**src/rtl/mem_access_stage_pkg.sv**
```systemverilog
// Shared pipeline types for the MEM stage: EXE/MEM and MEM/WB bundles,
// memToReg encodings and the pixel-port FSM states.
package stages_definition_pkg;
    localparam int DMEM_ADDR_W = 10;
    localparam int IMG_WIDTH   = 256;
    localparam int IMG_HEIGHT  = 256;
    localparam int PIX_ADDR_W  = 16;
    localparam int COORD_W     = 16;

    localparam logic [1:0] MTR_ALU  = 2'b00;
    localparam logic [1:0] MTR_DMEM = 2'b01;
    localparam logic [1:0] MTR_PIX  = 2'b10;
    localparam logic [1:0] MTR_TRIG = 2'b11;

    typedef enum logic [1:0] {PIX_IDLE, PIX_REQ, PIX_RESP, PIX_DONE} pix_state_t;

    typedef struct packed {
        logic       regWrite;
        logic       pcSrc;
        logic [1:0] memToReg;
        logic       memWrite;
        logic       memPixWrite;
    } exe_mem_cu_signals;

    typedef struct packed {
        logic [31:0]        aluResult;
        logic [31:0]        trigResult;
        logic [COORD_W-1:0] Ax;
        logic [COORD_W-1:0] Ay;
        logic [3:0]         Rd;
        logic [31:0]        WD;
    } exe_mem_interface;

    typedef struct packed {
        logic       regWrite;
        logic       pcSrc;
        logic [1:0] memToReg;
    } mem_wb_cu_signals;

    typedef struct packed {
        logic [31:0] dataMemRead;
        logic [31:0] pixMemRead;
        logic [31:0] aluResult;
        logic [31:0] trigResult;
    } mem_wb_interface;

    // Coordinates are two's complement; negative values are out of range.
    function automatic logic coord_in_range(input logic [COORD_W-1:0] ax, input logic [COORD_W-1:0] ay,
                                            input int w, input int h);
        int sx, sy;
        sx = int'($signed(ax));
        sy = int'($signed(ay));
        return (sx >= 0) && (sx < w) && (sy >= 0) && (sy < h);
    endfunction
endpackage

```
**src/rtl/mem_access_stage_if.sv**
```systemverilog
// Memory-side bus of the MEM stage: async data memory plus the handshaked pixel memory.
interface mem_access_stage_if #(
    parameter int DMEM_ADDR_W = 10,
    parameter int PIX_ADDR_W  = 16
);
    logic [DMEM_ADDR_W-1:0] dmem_addr;
    logic [31:0]            dmem_wdata;
    logic                   dmem_we;
    logic [31:0]            dmem_rdata;
    logic                   pix_req;
    logic                   pix_we;
    logic [PIX_ADDR_W-1:0]  pix_addr;
    logic [7:0]             pix_wdata;
    logic                   pix_ready;
    logic                   pix_rvalid;
    logic [7:0]             pix_rdata;

    modport master (
        output dmem_addr, dmem_wdata, dmem_we, pix_req, pix_we, pix_addr, pix_wdata,
        input  dmem_rdata, pix_ready, pix_rvalid, pix_rdata
    );
    modport slave (
        input  dmem_addr, dmem_wdata, dmem_we, pix_req, pix_we, pix_addr, pix_wdata,
        output dmem_rdata, pix_ready, pix_rvalid, pix_rdata
    );
endinterface

```
**src/rtl/mem_access_stage_pix_mem_port.sv**
```systemverilog
// Pixel-memory port: request/response FSM, linear address and read-data hold.
module pix_mem_port
    import stages_definition_pkg::*;
#(
    parameter int IMG_W  = IMG_WIDTH,
    parameter int IMG_H  = IMG_HEIGHT,
    parameter int ADDR_W = PIX_ADDR_W
) (
    input  logic               clk,
    input  logic               rst,
    input  logic               op_wr_i,
    input  logic               op_rd_i,
    input  logic [COORD_W-1:0] ax_i,
    input  logic [COORD_W-1:0] ay_i,
    input  logic [7:0]         wdata_i,
    output logic               req_o,
    output logic               we_o,
    output logic [ADDR_W-1:0]  addr_o,
    output logic [7:0]         wdata_o,
    input  logic               ready_i,
    input  logic               rvalid_i,
    input  logic [7:0]         rdata_i,
    output logic               busy_o,
    output logic               done_o,
    output logic [31:0]        rdata_o,
    output logic               oob_o
);
    pix_state_t state_q;
    logic [7:0] hold_q;
    logic       oob_q;
    logic       op_any, in_rng, go;

    assign op_any  = op_wr_i | op_rd_i;
    assign in_rng  = coord_in_range(ax_i, ay_i, IMG_W, IMG_H);
    assign go      = op_any & in_rng;
    assign we_o    = op_wr_i;
    assign wdata_o = wdata_i;
    assign addr_o  = ADDR_W'(int'($signed(ay_i)) * IMG_W + int'($signed(ax_i)));
    assign oob_o   = oob_q;
    assign done_o  = (state_q == PIX_DONE);
    assign req_o   = ((state_q == PIX_IDLE) & go) | (state_q == PIX_REQ);
    // Stall is forced low under reset so upstream never freezes while flushing.
    assign busy_o  = ~rst & (req_o | (state_q == PIX_RESP));
    assign rdata_o = (done_o & op_rd_i) ? {24'b0, hold_q} : 32'b0;

    always_ff @(posedge clk) begin
        if (rst) begin
            state_q <= PIX_IDLE;
            hold_q  <= '0;
            oob_q   <= 1'b0;
        end else begin
            case (state_q)
                PIX_IDLE: begin
                    if (go)
                        state_q <= ready_i ? (op_wr_i ? PIX_DONE : PIX_RESP) : PIX_REQ;
                    if (op_any & ~in_rng)
                        oob_q <= 1'b1;
                end
                PIX_REQ:  if (ready_i) state_q <= op_wr_i ? PIX_DONE : PIX_RESP;
                PIX_RESP: if (rvalid_i) begin
                    hold_q  <= rdata_i;
                    state_q <= PIX_DONE;
                end
                PIX_DONE: state_q <= PIX_IDLE;
                default:  state_q <= PIX_IDLE;
            endcase
        end
    end
endmodule

```
**src/rtl/mem_access_stage.sv**
```systemverilog
// MEM pipeline stage: data-memory access, pixel-port stall control and the MEM/WB register.
module mem_access_stage
    import stages_definition_pkg::*;
#(
    parameter int DMEM_AW = DMEM_ADDR_W,
    parameter int IMG_W   = IMG_WIDTH,
    parameter int IMG_H   = IMG_HEIGHT,
    parameter int PIX_AW  = PIX_ADDR_W
) (
    input  logic               clk,
    input  logic               rst,
    input  logic               in_valid,
    input  exe_mem_cu_signals  in_cu,
    input  exe_mem_interface   in_data,
    output logic               stall_o,
    mem_access_stage_if.master mem,
    output logic               out_valid,
    output mem_wb_cu_signals   out_cu,
    output mem_wb_interface    out_data,
    output logic [3:0]         out_rd,
    output logic               pix_oob
);
    logic             pix_wr, pix_rd, pix_done;
    logic [31:0]      pix_rdata;
    logic             valid_q, valid_d;
    mem_wb_cu_signals cu_q, cu_d;
    mem_wb_interface  data_q, data_d;
    logic [3:0]       rd_q, rd_d;

    // A simultaneous pixel write and pixel read is handled as a write.
    assign pix_wr = in_valid & in_cu.memPixWrite;
    assign pix_rd = in_valid & (in_cu.memToReg == MTR_PIX) & ~in_cu.memPixWrite;

    pix_mem_port #(.IMG_W(IMG_W), .IMG_H(IMG_H), .ADDR_W(PIX_AW)) u_pix (
        .clk      (clk),
        .rst      (rst),
        .op_wr_i  (pix_wr),
        .op_rd_i  (pix_rd),
        .ax_i     (in_data.Ax),
        .ay_i     (in_data.Ay),
        .wdata_i  (in_data.WD[7:0]),
        .req_o    (mem.pix_req),
        .we_o     (mem.pix_we),
        .addr_o   (mem.pix_addr),
        .wdata_o  (mem.pix_wdata),
        .ready_i  (mem.pix_ready),
        .rvalid_i (mem.pix_rvalid),
        .rdata_i  (mem.pix_rdata),
        .busy_o   (stall_o),
        .done_o   (pix_done),
        .rdata_o  (pix_rdata),
        .oob_o    (pix_oob)
    );

    assign mem.dmem_addr  = in_data.aluResult[DMEM_AW+1:2];
    assign mem.dmem_wdata = in_data.WD;
    // Stores fire only in the non-stalled cycle, so a store paired with a pixel op writes once.
    assign mem.dmem_we    = in_valid & in_cu.memWrite & ~stall_o;

    always_comb begin
        valid_d = in_valid & ~stall_o;
        cu_d    = '0;
        data_d  = data_q;
        rd_d    = rd_q;
        if (!stall_o) begin
            if (in_valid) cu_d = '{regWrite: in_cu.regWrite, pcSrc: in_cu.pcSrc, memToReg: in_cu.memToReg};
            data_d = '{dataMemRead: mem.dmem_rdata, pixMemRead: pix_rdata,
                       aluResult: in_data.aluResult, trigResult: in_data.trigResult};
            rd_d   = in_data.Rd;
        end
    end

    always_ff @(posedge clk) begin
        if (rst) begin
            valid_q <= 1'b0;
            cu_q    <= '0;
            data_q  <= '0;
            rd_q    <= '0;
        end else begin
            valid_q <= valid_d;
            cu_q    <= cu_d;
            data_q  <= data_d;
            rd_q    <= rd_d;
        end
    end

    assign out_valid = valid_q;
    assign out_cu    = cu_q;
    assign out_data  = data_q;
    assign out_rd    = rd_q;

    logic unused_done;
    assign unused_done = pix_done;
endmodule
```
**src/flat_wrapper.sv**
```systemverilog
// flat-port wrapper written by rule: the top's interface ports become plain ports
module mem_access_stage_flat import stages_definition_pkg::*;
#(
    parameter int DMEM_AW = DMEM_ADDR_W,
    parameter int IMG_W   = IMG_WIDTH,
    parameter int IMG_H   = IMG_HEIGHT,
    parameter int PIX_AW  = PIX_ADDR_W
)
  (clk, rst, in_valid, in_cu, in_data, stall_o, out_valid, out_cu, out_data, out_rd, pix_oob, mem_dmem_addr, mem_dmem_wdata, mem_dmem_we, mem_pix_req, mem_pix_we, mem_pix_addr, mem_pix_wdata, mem_dmem_rdata, mem_pix_ready, mem_pix_rvalid, mem_pix_rdata);
  mem_access_stage_if mem_i ();
  input  logic clk;
  input  logic rst;
  input  logic in_valid;
  input  exe_mem_cu_signals in_cu;
  input  exe_mem_interface in_data;
  output logic stall_o;
  output logic out_valid;
  output mem_wb_cu_signals out_cu;
  output mem_wb_interface out_data;
  output logic [3:0] out_rd;
  output logic pix_oob;
  output wire logic [$bits(mem_i.dmem_addr)-1:0] mem_dmem_addr;
  output wire logic [$bits(mem_i.dmem_wdata)-1:0] mem_dmem_wdata;
  output wire logic [$bits(mem_i.dmem_we)-1:0] mem_dmem_we;
  output wire logic [$bits(mem_i.pix_req)-1:0] mem_pix_req;
  output wire logic [$bits(mem_i.pix_we)-1:0] mem_pix_we;
  output wire logic [$bits(mem_i.pix_addr)-1:0] mem_pix_addr;
  output wire logic [$bits(mem_i.pix_wdata)-1:0] mem_pix_wdata;
  input wire logic [$bits(mem_i.dmem_rdata)-1:0] mem_dmem_rdata;
  input wire logic [$bits(mem_i.pix_ready)-1:0] mem_pix_ready;
  input wire logic [$bits(mem_i.pix_rvalid)-1:0] mem_pix_rvalid;
  input wire logic [$bits(mem_i.pix_rdata)-1:0] mem_pix_rdata;
  assign mem_dmem_addr = mem_i.dmem_addr;
  assign mem_dmem_wdata = mem_i.dmem_wdata;
  assign mem_dmem_we = mem_i.dmem_we;
  assign mem_pix_req = mem_i.pix_req;
  assign mem_pix_we = mem_i.pix_we;
  assign mem_pix_addr = mem_i.pix_addr;
  assign mem_pix_wdata = mem_i.pix_wdata;
  assign mem_i.dmem_rdata = mem_dmem_rdata;
  assign mem_i.pix_ready = mem_pix_ready;
  assign mem_i.pix_rvalid = mem_pix_rvalid;
  assign mem_i.pix_rdata = mem_pix_rdata;
  mem_access_stage #(.DMEM_AW(DMEM_AW), .IMG_W(IMG_W), .IMG_H(IMG_H), .PIX_AW(PIX_AW)) u_core (.clk(clk), .rst(rst), .in_valid(in_valid), .in_cu(in_cu), .in_data(in_data), .stall_o(stall_o), .mem(mem_i), .out_valid(out_valid), .out_cu(out_cu), .out_data(out_data), .out_rd(out_rd), .pix_oob(pix_oob));
endmodule
```
**config.mk**
```make
export PLATFORM = sky130hd
export DESIGN_NAME = mem_access_stage_flat
export DESIGN_NICKNAME = d
export VERILOG_FILES = /design/src/rtl/mem_access_stage_pkg.sv /design/src/rtl/mem_access_stage_if.sv /design/src/rtl/mem_access_stage_pix_mem_port.sv /design/src/rtl/mem_access_stage.sv /design/src/flat_wrapper.sv
export SDC_FILE = /design/constraint.sdc
export NUM_CORES = 1
export LEC_CHECK = 0
export CORE_AREA = 2 2 150 152
export DETAILED_ROUTE_END_ITERATION = 8
export DIE_AREA = 0 0 152 154
export PLACE_DENSITY_LB_ADDON = 0.12
export SYNTH_ARGS = -nofsm -noshare
export SYNTH_HDL_FRONTEND = slang
export SYNTH_SLANG_ARGS = --single-unit
```
**constraint.sdc**
```tcl
create_clock -name clk -period 3.1 [get_ports clk]
set_input_delay 0.93 -clock clk [delete_from_list [all_inputs] [get_ports clk]]
set_output_delay 0.93 -clock clk [all_outputs]
set_load 0.005 [all_outputs]
```
==> impl_metrics.ini <==
[layout]
seq_area_mm2 = 0.00248
fillers = 2076
antenna-diode-count = 0
synthToLayoutAreaGrowth_pct = 54.4
finish.instance_area_mm2 = 0.00996
fin_nets = 1123
multi_input_area_mm2 = 0.00340
drive_above_1_share_pct = 14.3

[min_path]
hold_start = u_core.u_pix.hold_q[7]
hold_path_class = reg2reg

[clock_network]
clk_latency_ns = 0.42
clk_pin_slew_ns = 0.06
cts_buffer_depth = 2
cts_root_buf = clkbuf_16
tritoncts = done
cts_buffers = 17
htreeDepth = 4
numClockSinks = 124
hold_buffers = 0

[critical_path]
crit_arrival_ns = 2.22
cpMaxStageDelayCell = o311ai_1
critical_path_class = in2out
reg2reg_slack_ns = 0.52
critPathLaunch = in_data[60]
endpoint_kind = output port
cp_data_required_time_ns = 2.17
startpoint_type = input pin
timing.rr.end = u_core.out_data[56]
crit_path_end = mem_pix_addr[14]
cp_slowest_stage_delay_ns = 0.20
crit_top_cell = o21a_1
regToRegStartpoint = u_core.u_pix.state_q[0]
path_cells = buf_8 -> ha_4 -> inv_2 -> fa_2 -> nor2b_1 -> o21a_1 -> o21a_1 -> o311ai_1 -> buf_2
cp_max_fo = 3
rr_worst_depth = 7

[timing]
skew_ns = 0.00891
setup_tns_ns = -0.0575
maxSlewViolCount = 0
setup_viol = 3
tightest_slew_ns = 0.832
slew-limit-headroom_pct = 44.5
fmax_ghz = 0.318
rsz0062_at_grt = true
worst_slack_ns = -0.0493
period_share_pct = 102
hold_viol = 0
min_period_ns = 3.15

[floorplan]
die_y_um = 154
chipWidth_um = 152
start_util_pct = 29.8
die_area_mm2 = 0.0234
core_area_mm2 = 0.0217
std_cell_rows = 54
io_pins = 391

[synthesis]
yosysTopAreaCellShare_pct = 38.5
synth_compound_area_share_pct = 3.04
synth_cells = 680
synth-seq-cells = 124
synthesis.area_mm2 = 0.00645
yosysWarnings = 0
yosys.area_share.simple_pct = 24.5
synth_top_family_by_area = simple AND/OR/NAND/NOR gates
ys_top_cells_by_area = dfxtp_1 (38%), nand2b_1 (20%), mux2i_1 (17%)
ys_types = 41
synth_adder_area_share_pct = 2.64
synth_xor_area_share_pct = 0.679
yosysSeqAreaShare_pct = 38.5
avgSynthCellArea_um2 = 9.49
yosys.area.top_type = dfxtp_1
synthMuxAreaShare_pct = 17.2

[grt]
grt_overflow = 0
grt_pass1_vias = 5159
grt_max_degree = 223
grt_antenna_before_repair = 0
grt_usage_pct = 14.7
grt_first_pass_wirelength_um = 27800

[drt]
vias = 5157
viasPerCell = 4.23
drc_errors = 0
drtIter0Drc = 191
wl_per_cell_um = 14.4
dr.pass1.iters = 4
ant_nets = 0
wl_um = 17600

[power]
ir_worst_vdd_mv = 0.282
power_leakage_uw = 0.00455
power.density_mw_per_mm2 = 446

[placement]
place.gp.congestion = 0.769
placed_area_mm2 = 0.00906
dp_hpwl_um = 12300
port-buffer-count = 278

[outcome]
failed_checks = negative setup slack
outcome = complete, but fails checks

[run]
max_cap_viol_count = 0
[cells in the final DEF, fill, tap and decap left out, types with 7 or more instances in the layout]
cell type / count
a21oi_1: 9
clkbuf_16: 17
buf_4: 49
nand3_1: 9
dlygate4sd2_1: 9
clkdlybuf4s50_1: 240
mux2i_1: 110
nand2_1: 19
conb_1: 24
ha_4: 7
inv_1: 9
nand2b_1: 211
dfxtp_1: 124
buf_2: 15
[registers in the layout (all words and copies together) (netlist names)]
| signal | count |
|---|---|
| u_core.u_pix.state_q | 2 |
| u_core.out_rd | 4 |
| u_core.out_cu | 4 |
| u_core.u_pix.oob_o | 1 |
| u_core.out_valid | 1 |
| u_core.out_data | 104 |
| u_core.u_pix.hold_q | 8 |
[where the power goes]
group	leakage (µW)	switching (µW)	internal, µW
clock network	0.000286	799	1220
registers	0.00103	36.3	1670
logic	0.00324	244	469
total	0.00455	1080	3360
[worst min-delay path by stage]
stage,endpoint,slack (ns),depth (start not counted)
after floorplan,u_core.u_pix.hold_q[0],0.44,2
after global placement,u_core.u_pix.hold_q[7],0.45,2
after detailed placement,u_core.u_pix.hold_q[3],0.45,2
after CTS,u_core.u_pix.hold_q[6],0.46,2
after global routing,u_core.u_pix.hold_q[4],0.47,2
final,u_core.u_pix.hold_q[7],0.45,2
[cell families after synthesis]
logic type	Yosys count
fa+ha+maj	13
mux	111
flops	124
buf+inv	134
simple gates	264
compound gates	28
xor+xnor	5
other cells	1
[metal layers]
layer / vias to the layer above / routed length [µm] / track usage (%)
li1: 2608 / - / -
met1: 2301 / 7960 / 18.0
met2: 212 / 7950 / 23.3
met3: 36 / 1360 / 5.95
met4: 0 / 337 / 5.38
met5: - / 0 / 0
[critical path, delay by kind of cell]
kind / cells / cell delay, ns
AO/OA/AOI/OAI: 3 / 0.57
adder cells (fa/ha/maj): 2 / 0.34
buffers and inverters: 3 / 0.32
AND/OR/NAND/NOR: 1 / 0.05
[area by class of cell]
type	instances	area share (%)
Multi-Input combinational cell	445	34.1
Timing Repair Buffer	328	31.0
Inverter	11	0.414
Tap cell	280	3.52
Sequential cell	124	24.9
Clock inverter	14	1.61
Clock buffer	18	4.41
[synthesized netlist by cell type, drive strengths merged]
master,instances
nand2b,211
nor2b,4
and4,1
a31o,2
xnor2,4
a211oi,1
a311oi,2
inv,11
clkbuf,27
o21a,3
fa,1
and3,4
o21ai,1
buf,96
nand4,1
a311o,1
a31oi,1
o211ai,1
and2,1
nor3,2
xor2,1
ha,12
a221oi,1
o41ai,1
o2111ai,1
a22oi,1
a21oi,10
nor4,4
nor2,6
nand2,19
o211a,1
conb,1
o311ai,1
nand3,10
and4b,1
mux2,1
dfxtp,124
mux2i,110
[stage by stage]
| stage | power [µW] | hold slack (ns) | worst slack, ns | util [%] | instances |
|---|---|---|---|---|---|
| after global placement | 2430 | 0.447 | -0.992 | 41.8 | 1162 |
| final | 4440 | 0.454 | -0.0493 | 45.9 | 1220 |
| after global routing | 4660 | 0.469 | -0.123 | 45.9 | 1220 |
| after CTS | 4520 | 0.456 | -0.0851 | 45.9 | 1219 |
| after detailed placement | 2430 | 0.448 | -0.983 | 41.8 | 1162 |
| after floorplan | 2050 | 0.437 | 0.0323 | - | 703 |
[what timing repair did]
action                     in CTS  in global routing
setup endpoints to repair      68                  8
resized for setup             151                  8
pin swaps                      25                 14
buffers inserted               25                  1
Power figures use the tool's default switching activity.
